===== config.mk =====
export PLATFORM = sky130hd
export DESIGN_NAME = spi_arb_flat
export DESIGN_NICKNAME = d
export VERILOG_FILES = /design/src/rtl/spi_arb_if.sv /design/src/rtl/spi_arb.sv /design/src/flat_wrapper.sv
export SDC_FILE = /design/constraint.sdc
export NUM_CORES = 1
export LEC_CHECK = 0
export BUFFER_PORTS_ARGS = -buffer_cell sky130_fd_sc_hd__buf_2
export CORE_MARGIN = 5
export CORE_UTILIZATION = 54
export CTS_CLUSTER_SIZE = 24
export DETAILED_ROUTE_END_ITERATION = 12
export GPL_TIMING_DRIVEN = 1
export PLACE_DENSITY = 0.9
export SYNTH_ARGS = -nofsm -noshare
export SYNTH_HDL_FRONTEND = slang
export SYNTH_SLANG_ARGS = --single-unit

===== constraint.sdc =====
create_clock -name clk -period 4.1 [get_ports clk]
set_input_delay 0.82 -clock clk [delete_from_list [all_inputs] [get_ports clk]]
set_output_delay 0.82 -clock clk [all_outputs]
set_load 0.02 [all_outputs]

===== src/rtl/spi_arb_if.sv =====
// Bus bundle between the SPI arbiter, its three requesters, the shared SPI master
// and the five routed slave selects.
interface spi_arb_if;
  // requester side
  logic [2:0]  req;
  logic [8:0]  req_tgt;
  logic [47:0] req_cmd;
  logic [2:0]  gnt;
  logic [2:0]  done;
  logic        err;
  logic [15:0] rd_data;
  // shared SPI master side
  logic        spi_wrt;
  logic [15:0] spi_cmd;
  logic        spi_done;
  logic [15:0] spi_rd;
  logic        spi_ss_n;
  // routed slave selects
  logic        trig_ss_n;
  logic        ch1_ss_n;
  logic        ch2_ss_n;
  logic        ch3_ss_n;
  logic        EEP_ss_n;

  // environment view: requesters plus SPI master drive, arbiter results observed
  modport master (
    output req, req_tgt, req_cmd, spi_done, spi_rd, spi_ss_n,
    input  gnt, done, err, rd_data, spi_wrt, spi_cmd,
    input  trig_ss_n, ch1_ss_n, ch2_ss_n, ch3_ss_n, EEP_ss_n
  );

  // arbiter view
  modport slave (
    input  req, req_tgt, req_cmd, spi_done, spi_rd, spi_ss_n,
    output gnt, done, err, rd_data, spi_wrt, spi_cmd,
    output trig_ss_n, ch1_ss_n, ch2_ss_n, ch3_ss_n, EEP_ss_n
  );
endinterface


===== src/rtl/spi_arb.sv =====
// Round-robin arbiter sharing one SPI master between three requesters, with
// per-transaction slave-select routing, an inter-transaction guard gap and a
// hang timeout.
module spi_arb #(
  parameter int unsigned GUARD_CYCLES = 4,
  parameter int unsigned TIMEOUT      = 1024
) (
  input logic   clk,
  input logic   rst_n,
  spi_arb_if.slave bus
);

  localparam int unsigned N_REQ = 3;
  localparam int unsigned TGT_W = 3;
  localparam int unsigned CMD_W = 16;
  localparam int unsigned N_SLV = 5;
  localparam int unsigned TO_W  = 16;
  localparam int unsigned GD_W  = 8;

  typedef enum logic [1:0] {IDLE, START, BUSY, GUARD} state_t;

  state_t             state;
  logic [1:0]         rr;
  logic [1:0]         idx;
  logic [TGT_W-1:0]   tgt;
  logic               tgt_ok;
  logic [TO_W-1:0]    to_cnt;
  logic [GD_W-1:0]    gd_cnt;

  logic               pick_valid;
  logic [1:0]         pick_idx;
  logic [TGT_W-1:0]   pick_tgt;
  logic [CMD_W-1:0]   pick_cmd;
  logic               pick_ok;
  logic [N_SLV-1:0]   ss_vec;

  // Requester slot k positions after base, wrapping modulo three.
  function automatic logic [1:0] rr_slot(input logic [1:0] base, input int unsigned k);
    int unsigned s;
    s = 32'(base) + k;
    if (s >= N_REQ) s = s - N_REQ;
    return 2'(s);
  endfunction

  function automatic logic [2:0] onehot(input logic [1:0] i);
    return 3'b001 << i;
  endfunction

  function automatic logic [1:0] next_rr(input logic [1:0] i);
    return (i == 2'd2) ? 2'd0 : i + 2'd1;
  endfunction

  // First pending request at or after the round-robin pointer.
  always_comb begin
    pick_valid = 1'b0;
    pick_idx   = 2'd0;
    for (int unsigned k = 0; k < N_REQ; k++) begin
      if (!pick_valid && bus.req[rr_slot(rr, k)]) begin
        pick_valid = 1'b1;
        pick_idx   = rr_slot(rr, k);
      end
    end
  end

  // Target and command of the candidate requester.
  always_comb begin
    pick_tgt = '0;
    pick_cmd = '0;
    case (pick_idx)
      2'd0: begin
        pick_tgt = bus.req_tgt[2:0];
        pick_cmd = bus.req_cmd[15:0];
      end
      2'd1: begin
        pick_tgt = bus.req_tgt[5:3];
        pick_cmd = bus.req_cmd[31:16];
      end
      default: begin
        pick_tgt = bus.req_tgt[8:6];
        pick_cmd = bus.req_cmd[47:32];
      end
    endcase
    pick_ok = (pick_tgt < TGT_W'(N_SLV));
  end

  // Transaction sequencer: grant, launch, wait/timeout, complete, guard gap.
  always_ff @(posedge clk) begin
    if (!rst_n) begin
      state        <= IDLE;
      rr           <= 2'd0;
      idx          <= 2'd0;
      tgt          <= '0;
      tgt_ok       <= 1'b0;
      to_cnt       <= '0;
      gd_cnt       <= '0;
      bus.gnt      <= '0;
      bus.done     <= '0;
      bus.err      <= 1'b0;
      bus.rd_data  <= '0;
      bus.spi_wrt  <= 1'b0;
      bus.spi_cmd  <= '0;
    end else begin
      bus.gnt     <= '0;
      bus.done    <= '0;
      bus.err     <= 1'b0;
      bus.spi_wrt <= 1'b0;
      unique case (state)
        IDLE: begin
          if (pick_valid) begin
            idx         <= pick_idx;
            tgt         <= pick_tgt;
            tgt_ok      <= pick_ok;
            bus.gnt     <= onehot(pick_idx);
            bus.spi_wrt <= pick_ok;
            if (pick_ok) bus.spi_cmd <= pick_cmd;
            to_cnt      <= '0;
            state       <= START;
          end
        end
        START: begin
          to_cnt <= to_cnt + TO_W'(1);
          if (tgt_ok) begin
            state <= BUSY;
          end else begin
            // illegal target: fail immediately without touching the bus
            bus.done    <= onehot(idx);
            bus.err     <= 1'b1;
            bus.rd_data <= '0;
            rr          <= next_rr(idx);
            gd_cnt      <= '0;
            state       <= GUARD;
          end
        end
        BUSY: begin
          if (bus.spi_done) begin
            bus.done    <= onehot(idx);
            bus.rd_data <= bus.spi_rd;
            rr          <= next_rr(idx);
            gd_cnt      <= '0;
            state       <= GUARD;
          end else if (to_cnt == TO_W'(TIMEOUT - 1)) begin
            // hung master: abort, keep the previous read data
            bus.done    <= onehot(idx);
            bus.err     <= 1'b1;
            rr          <= next_rr(idx);
            gd_cnt      <= '0;
            state       <= GUARD;
          end else begin
            to_cnt <= to_cnt + TO_W'(1);
          end
        end
        GUARD: begin
          if (gd_cnt == GD_W'(GUARD_CYCLES - 1)) state <= IDLE;
          else gd_cnt <= gd_cnt + GD_W'(1);
        end
        default: state <= IDLE;
      endcase
    end
  end

  // Slave-select routing: only the latched target follows the master's select.
  always_comb begin
    ss_vec = '1;
    if ((state == START || state == BUSY) && tgt_ok) begin
      case (tgt)
        3'd0:    ss_vec[0] = bus.spi_ss_n;
        3'd1:    ss_vec[1] = bus.spi_ss_n;
        3'd2:    ss_vec[2] = bus.spi_ss_n;
        3'd3:    ss_vec[3] = bus.spi_ss_n;
        3'd4:    ss_vec[4] = bus.spi_ss_n;
        default: ss_vec    = '1;
      endcase
    end
  end

  assign bus.trig_ss_n = ss_vec[0];
  assign bus.ch1_ss_n  = ss_vec[1];
  assign bus.ch2_ss_n  = ss_vec[2];
  assign bus.ch3_ss_n  = ss_vec[3];
  assign bus.EEP_ss_n  = ss_vec[4];

endmodule


===== src/flat_wrapper.sv =====
// flat-port wrapper written by rule: the top's interface ports become plain ports
module spi_arb_flat 
#(
  parameter int unsigned GUARD_CYCLES = 4,
  parameter int unsigned TIMEOUT      = 1024
)
  (clk, rst_n, bus_req, bus_req_tgt, bus_req_cmd, bus_spi_done, bus_spi_rd, bus_spi_ss_n, bus_gnt, bus_done, bus_err, bus_rd_data, bus_spi_wrt, bus_spi_cmd, bus_trig_ss_n, bus_ch1_ss_n, bus_ch2_ss_n, bus_ch3_ss_n, bus_EEP_ss_n);
  spi_arb_if bus_i ();
  input logic clk;
  input logic rst_n;
  input wire logic [$bits(bus_i.req)-1:0] bus_req;
  input wire logic [$bits(bus_i.req_tgt)-1:0] bus_req_tgt;
  input wire logic [$bits(bus_i.req_cmd)-1:0] bus_req_cmd;
  input wire logic [$bits(bus_i.spi_done)-1:0] bus_spi_done;
  input wire logic [$bits(bus_i.spi_rd)-1:0] bus_spi_rd;
  input wire logic [$bits(bus_i.spi_ss_n)-1:0] bus_spi_ss_n;
  output wire logic [$bits(bus_i.gnt)-1:0] bus_gnt;
  output wire logic [$bits(bus_i.done)-1:0] bus_done;
  output wire logic [$bits(bus_i.err)-1:0] bus_err;
  output wire logic [$bits(bus_i.rd_data)-1:0] bus_rd_data;
  output wire logic [$bits(bus_i.spi_wrt)-1:0] bus_spi_wrt;
  output wire logic [$bits(bus_i.spi_cmd)-1:0] bus_spi_cmd;
  output wire logic [$bits(bus_i.trig_ss_n)-1:0] bus_trig_ss_n;
  output wire logic [$bits(bus_i.ch1_ss_n)-1:0] bus_ch1_ss_n;
  output wire logic [$bits(bus_i.ch2_ss_n)-1:0] bus_ch2_ss_n;
  output wire logic [$bits(bus_i.ch3_ss_n)-1:0] bus_ch3_ss_n;
  output wire logic [$bits(bus_i.EEP_ss_n)-1:0] bus_EEP_ss_n;
  assign bus_i.req = bus_req;
  assign bus_i.req_tgt = bus_req_tgt;
  assign bus_i.req_cmd = bus_req_cmd;
  assign bus_i.spi_done = bus_spi_done;
  assign bus_i.spi_rd = bus_spi_rd;
  assign bus_i.spi_ss_n = bus_spi_ss_n;
  assign bus_gnt = bus_i.gnt;
  assign bus_done = bus_i.done;
  assign bus_err = bus_i.err;
  assign bus_rd_data = bus_i.rd_data;
  assign bus_spi_wrt = bus_i.spi_wrt;
  assign bus_spi_cmd = bus_i.spi_cmd;
  assign bus_trig_ss_n = bus_i.trig_ss_n;
  assign bus_ch1_ss_n = bus_i.ch1_ss_n;
  assign bus_ch2_ss_n = bus_i.ch2_ss_n;
  assign bus_ch3_ss_n = bus_i.ch3_ss_n;
  assign bus_EEP_ss_n = bus_i.EEP_ss_n;
  spi_arb #(.GUARD_CYCLES(GUARD_CYCLES), .TIMEOUT(TIMEOUT)) u_core (.clk(clk), .rst_n(rst_n), .bus(bus_i));
endmodule

**After elaboration in Yosys (flattened, before gate mapping)**

Index checks and enable logic that the tools add are counted.

- Order comparisons: 7
- Add/subtract/negate cells: 8
- Multiplexer cells: 54
- Equality and inequality tests: 19
- Reduce and logical (&&, ||, !) cells: 20
- Shift-type cells: 2

Operators with widths:

| cell | number |
|---|---|
| 16-bit two-way mux | 5 |
| 16-bit case mux with 2 select lines | 2 |
| 16-bit case mux with 3 select lines | 1 |
| 8-bit two-way mux | 4 |
| 2-bit two-way mux | 14 |
| 8-bit case mux with 3 select lines | 1 |
| 16-bit by 1-bit adder with 16-bit output (second input constant) | 1 |
| 16-bit by 10-bit equality test with 1-bit output (second input constant) | 1 |
| 1-bit two-way mux | 15 |
| 3-bit AND reduction | 5 |
| 3-bit case mux with 2 select lines | 2 |
| 2-bit inequality test (second input constant) | 5 |
| 2-bit by 3-bit less-than comparator with 1-bit output (second input constant) | 3 |
| 3-bit two-way mux | 3 |
| 8-bit by 1-bit adder with 8-bit output (second input constant) | 1 |
| 8-bit by 2-bit equality test with 1-bit output (second input constant) | 1 |
| 2-bit case mux with 4 select lines | 1 |
| 4-bit AND reduction | 2 |
| 1-bit binary-select mux with 2-bit select | 3 |
| 2-bit equality test (second input constant) | 3 |
| 3-bit by 2-bit equality test with 1-bit output (second input constant) | 2 |
| 3-bit by 2-bit greater-or-equal comparator with 1-bit output (second input constant) | 2 |
| 3-bit nonzero test | 2 |
| 1-bit by 2-bit << shifter with 3-bit output (first input constant) | 2 |
| 21 further kinds | 29 |

- Output and inout bits: 45
- Input bits: 80
- Register bits after elaboration: 74
- Logic and storage cells: 123

**Longest topological paths before layout**

- Depth in word-level cells: 15
- Mapped depth: 10
- Depth with buffers taken out: 8

**Least setup slack after synthesis**

No wires, ideal clock.

- Path kind: input port to flip-flop
- Start: input port bus_req[0]
- End: register u_core.bus.spi_cmd[10]
- Library setup time: 0.124 ns
- Stages: 7
- Path slack: 1.684 ns
- Required time: 3.976 ns
- Buffers on the path: 1
- Arrival time: 2.291 ns
- Cell sequence: or3b_1 o31ai_1 nor2_2 a221o_1 o211ai_2 buf_6 o22ai_2

- Word-level cells in the longest chain between the ends: 13
- Elaborated cells between the ends (all ways): 22
- Those cells by class: order compare (1); eq/ne (1); mux (14); reduce/logical (6)

Ends and longest elaborated chain:

| what | RTL line | RTL |
|---|---|---|
| start: declaration | flat_wrapper.sv:11 | `input wire logic [$bits(bus_i.req)-1:0] bus_req;` |
| 1-bit binary-select mux with 2-bit select | spi_arb.sv:58 | `if (!pick_valid && bus.req[rr_slot(rr, k)]) begin` |
| 1-bit two-way mux (implied by the code) | spi_arb.sv:58 |  |
| 1-bit two-way mux | spi_arb.sv:58 |  |
| 1-bit logical NOT | spi_arb.sv:58 |  |
| 1-bit logical AND | spi_arb.sv:58 |  |
| 1-bit two-way mux | spi_arb.sv:58 |  |
| 1-bit logical NOT | spi_arb.sv:58 |  |
| 1-bit logical AND | spi_arb.sv:58 |  |
| 2-bit two-way mux | spi_arb.sv:58 |  |
| 2-bit by 1-bit equality test with 1-bit output / 2-bit logical NOT (equally long branches) | spi_arb.sv:69 | `case (pick_idx)` |
| 3-bit case mux with 2 select lines | spi_arb.sv:69 |  |
| 3-bit less-than comparator | spi_arb.sv:83 | `pick_ok = (pick_tgt < TGT_W'(N_SLV));` |
| 3-bit AND reduction (no line) | n/a |  |
| end signal: assignment | spi_arb.sv:115 | `if (pick_ok) bus.spi_cmd <= pick_cmd;` |
| end: declaration | spi_arb_if.sv:35 | `output gnt, done, err, rd_data, spi_wrt, spi_cmd,` |

Several ways; a longest one is shown, not always the timed one. The select of a mux whose other input is x is not followed.
A chain may end at the register's enable or synchronous reset.

**Worst setup path after layout**

- Start: register u_core.rr[0]
- End: register u_core.bus.spi_cmd[0]

- Word-level cells in the longest chain between the ends: 15
- Elaborated cells between the ends (all ways): 33
- Those cells by class: add/sub (5); order compare (4); eq/ne (1); mux (17); reduce/logical (6)

Ends and longest elaborated chain:

| what | RTL line | RTL |
|---|---|---|
| start: declaration | spi_arb.sv:23 | `logic [1:0] rr;` |
| start signal: assignment | spi_arb.sv:129 | `rr <= next_rr(idx);` |
| start signal: assignment | spi_arb.sv:138 | `rr <= next_rr(idx);` |
| start signal: assignment | spi_arb.sv:145 | `rr <= next_rr(idx);` |
| branches (longest 15 deep; another with 2-bit by 1-bit adder with 3-bit output) | n/a |  |

Several ways; the timed one is not identified. The select of a mux whose other input is x is not followed.

==> impl_results.md <==
* Final instance area at 4560 µm²
* Die H at 92.9 µm
* Grt met3 use at 5.36%
* Antenna fix cells at 0
* RR Startpoint: u_core.rr[0]
* Largest net degree at the start of global routing at 38
* Antenna Violating Nets Remaining at 0
* Sequential share of the synthesized area at 39.9%
* Area Overhead vs Synth at 22.8%
* DP HPWL at 7290 µm
* Fin. Hold Viols at 0
* Critical path endpoint category: flip-flop
* Core Area at 6760 µm²
* Crit path max-delay cell type: o21a_1
* Max Slew Vio Count at 0
* H-tree depth at 3
* Setup Buffers After CTS at 0
* TritonCTS clock tree: built
* Worst-path fanout max at 21
* Critical path class: reg -> reg
* RSZ-0062 raised after global routing: false
* Buf+Inv Stages, Crit Path at 1
* Total global routing overflow at 0
* Hold Buf Count CTS at 0
* Most frequent cells in the layout: buf_2 (124), dfxtp_1 (74), nor2_1 (49)
* Worst skew pair latency at 360 ps
* Syn avg cell area at 8.48 µm²
* Worst slew margin at 25.5%
* CP delay by family, top: compound AO/OA/AOI/OAI gates
* Crit path capture: u_core.bus.spi_cmd[0]
* VDD IR max at 0.398 mV
* Fin nets at 641
* Share of cells above drive strength 1 at 29.4%
* Die width at 92.9 µm
* Synthesis warning total at 0
* Max Clock Freq at 0.310 GHz
* Number of synthesized flops with an enable pin at 0
* # IOs at 125
* Clk slew on worst S/H paths at 80 ps
* Crit share post-route at 78.7%
* DRT Wirelength at 10000 µm
* All-Layer GR Usage at 23.2%
* Crit path DAT at 3430 ps
* 1st-iter DRT viols at 356
* Remaining DRCs at 0
* Row count at 30
* Met1 Use GR at 26.5%
* Synth async-reset ratio at 0%
* Static leakage at 2.01 nW
* Critical Path Source: u_core.rr[0]
* Clock root cell: clkbuf_8
* Setup TNS at 0 ps
* CP startpoint kind: flip-flop
* Power per cell area at 631 nW/µm²
* First-pass GRT wire length at 16200 µm
* Mapped cell area at 3710 µm²
* FF-to-FF End: u_core.bus.spi_cmd[0]
* R2r setup slk at 870 ps
* Antenna violations before repair at 0
* Final Setup Violations at 0
* FF-to-FF path depth at 8
* CP required at 4300 ps
* WP depth at 8
* Outcome: completed
* Vias at 3773
* Placed inst area at 4340 µm²
* GR peak layer: met2
* IO Port Bufs at 124
* Worst hold path class: reg -> reg
* CTS resizes at 0
* Drt wl/cell at 15.7 µm
* Min Hold Slack at 470 ps
* Sink Count at 74
* DRT Pass-1 Iters at 5
* Via density at 5.92
* Num CTS Buffers at 9
* Most common cell after layout, fill and taps aside: buf_2
* FILL cells at 526
* Crit-path cells: inv_1 -> ha_1 -> nor2b_1 -> o21ai_0 -> o211a_1 -> a221o_1 -> o21a_1 -> o22ai_1
* Max incr delay on CP at 670 ps
* Netlist cell types at 55
* Met2 Use GR at 41.0%
* Syn Nets at 527
* Final Critical Period at 3230 ps
* Worst slew pin tran at 1110 ps
* Die ar. at 8630 µm²
* Synth Register Bits at 74
* GP Congestion at 0.842
* Primary FF master, synth: dfxtp_1
* Clk buf depth at 2
* Initial core utilization at 54.9%
* Synth Instances at 438
* Vias in the first global route at 3634
* Clk_skew at 5.02 ps
* Max Cap Violations at 0
==> area by class of cell <==
type,instances,area (µm²),area share (%)
flip-flops and latches,74,1480,32.5
repair buffers,127,643,14.1
clock buffers,10,128,2.80
inverters,14,52.6,1.15
clock inverters,6,91.3,2.00
multi-input cells,326,2060,45.3
well taps,80,100,2.20
==> logic make-up (layout without fill, tap and decap cells) <==
logic type | Yosys count | in the layout | share of synthesized area [%]
and+or+nand+nor | 176 | 176 | 23.6
AOI/OAI and AO/OA | 128 | 128 | 25.5
DFF | 74 | 74 | 39.9
buffers and inverters | 38 | 157 | 4.52
adders and majority gates | 9 | 9 | 3.03
muxes | 7 | 7 | 1.95
xor gates and xnor gates | 6 | 6 | 1.42
==> worst min-delay path, cell delays in order (launching register included) <==
cell     delay, ps
dfxtp_1        320
nand2_1         50
o22ai_1         60
==> report_power, final <==
| group | leakage, nW | switching [mW] | total [mW] | internal, mW |
|---|---|---|---|---|
| combinational | 1.30 | 0.832 | 1.31 | 0.474 |
| clock | 0.110 | 0.281 | 0.626 | 0.345 |
| sequential | 0.601 | 0.0971 | 0.948 | 0.850 |
| total | 2.01 | 1.21 | 2.88 | 1.67 |
==> layer usage <==
layer  up-vias  part of all wire (%)  wire (µm)
met2       159                    52       5230
li1       1835                     -          -
met5         -                     0          0
met3        29                   5.8        584
met1      1750                    39       3940
met4         0                   2.7        272
==> worst min path at each step <==
stage	to	from	depth (start not counted)
floorplan	u_core.bus.done[0]	u_core.idx[0]	1
detailed placement	u_core.bus.spi_cmd[5]	u_core.bus.spi_cmd[5]	2
CTS	u_core.bus.spi_cmd[5]	u_core.bus.spi_cmd[5]	2
global placement	u_core.bus.spi_cmd[2]	u_core.bus.spi_cmd[2]	2
finish	u_core.bus.spi_cmd[1]	u_core.bus.spi_cmd[1]	2
global route	u_core.bus.spi_cmd[1]	u_core.bus.spi_cmd[1]	2
==> state kept, by name (all words and copies together) (netlist names) <==
| name | cells |
|---|---|
| u_core.to_cnt | 16 |
| u_core.idx | 2 |
| u_core.bus.spi_wrt | 1 |
| u_core.bus.done | 3 |
| u_core.tgt_ok | 1 |
| u_core.gd_cnt | 8 |
| u_core.bus.spi_cmd | 16 |
| u_core.rr | 2 |
| u_core.tgt | 3 |
| u_core.state | 2 |
| u_core.bus.err | 1 |
| u_core.bus.gnt | 3 |
| u_core.bus.rd_data | 16 |
==> Yosys cell counts, types with 3 or more instances <==
master	instances	area (µm²)
a22oi_1	18	135
inv_1	14	52.6
a21oi_1	31	155
nand4_1	5	31.3
nor3_1	4	20.0
o31ai_1	6	45.0
or3_1	3	18.8
ha_1	9	113
a22o_1	16	140
nor3b_1	3	22.5
or4_1	6	45.0
clkbuf_1	19	71.3
nand2_1	46	173
xor2_1	6	52.6
o21ai_0	15	75.1
nand3b_1	3	22.5
dfxtp_1	74	1480
nor2_1	49	184
nand3_1	27	135
o211a_1	3	30.0
mux2i_1	5	50.1
o21a_1	3	22.5
and3_1	9	56.3
nand2b_1	3	18.8
o22ai_2	10	125
nor2b_1	5	31.3
buf_6	3	33.8
o211ai_1	4	30.0
o22ai_1	7	43.8
==> per-stage QoR <==
stage          instances  utilization [%]  power [mW]  setup slack (ps)
6_report             637             67.5        2.88               872
5_1_grt              637             67.5        3.05               683
4_1_cts              637             67.5        2.87               898
3_5_place_dp         621             64.2        2.24               819
3_3_place_gp         621             64.2        2.19               927
2_1_floorplan        438                -        1.95              1680
Note: power is estimated with default switching activity, not from simulation.
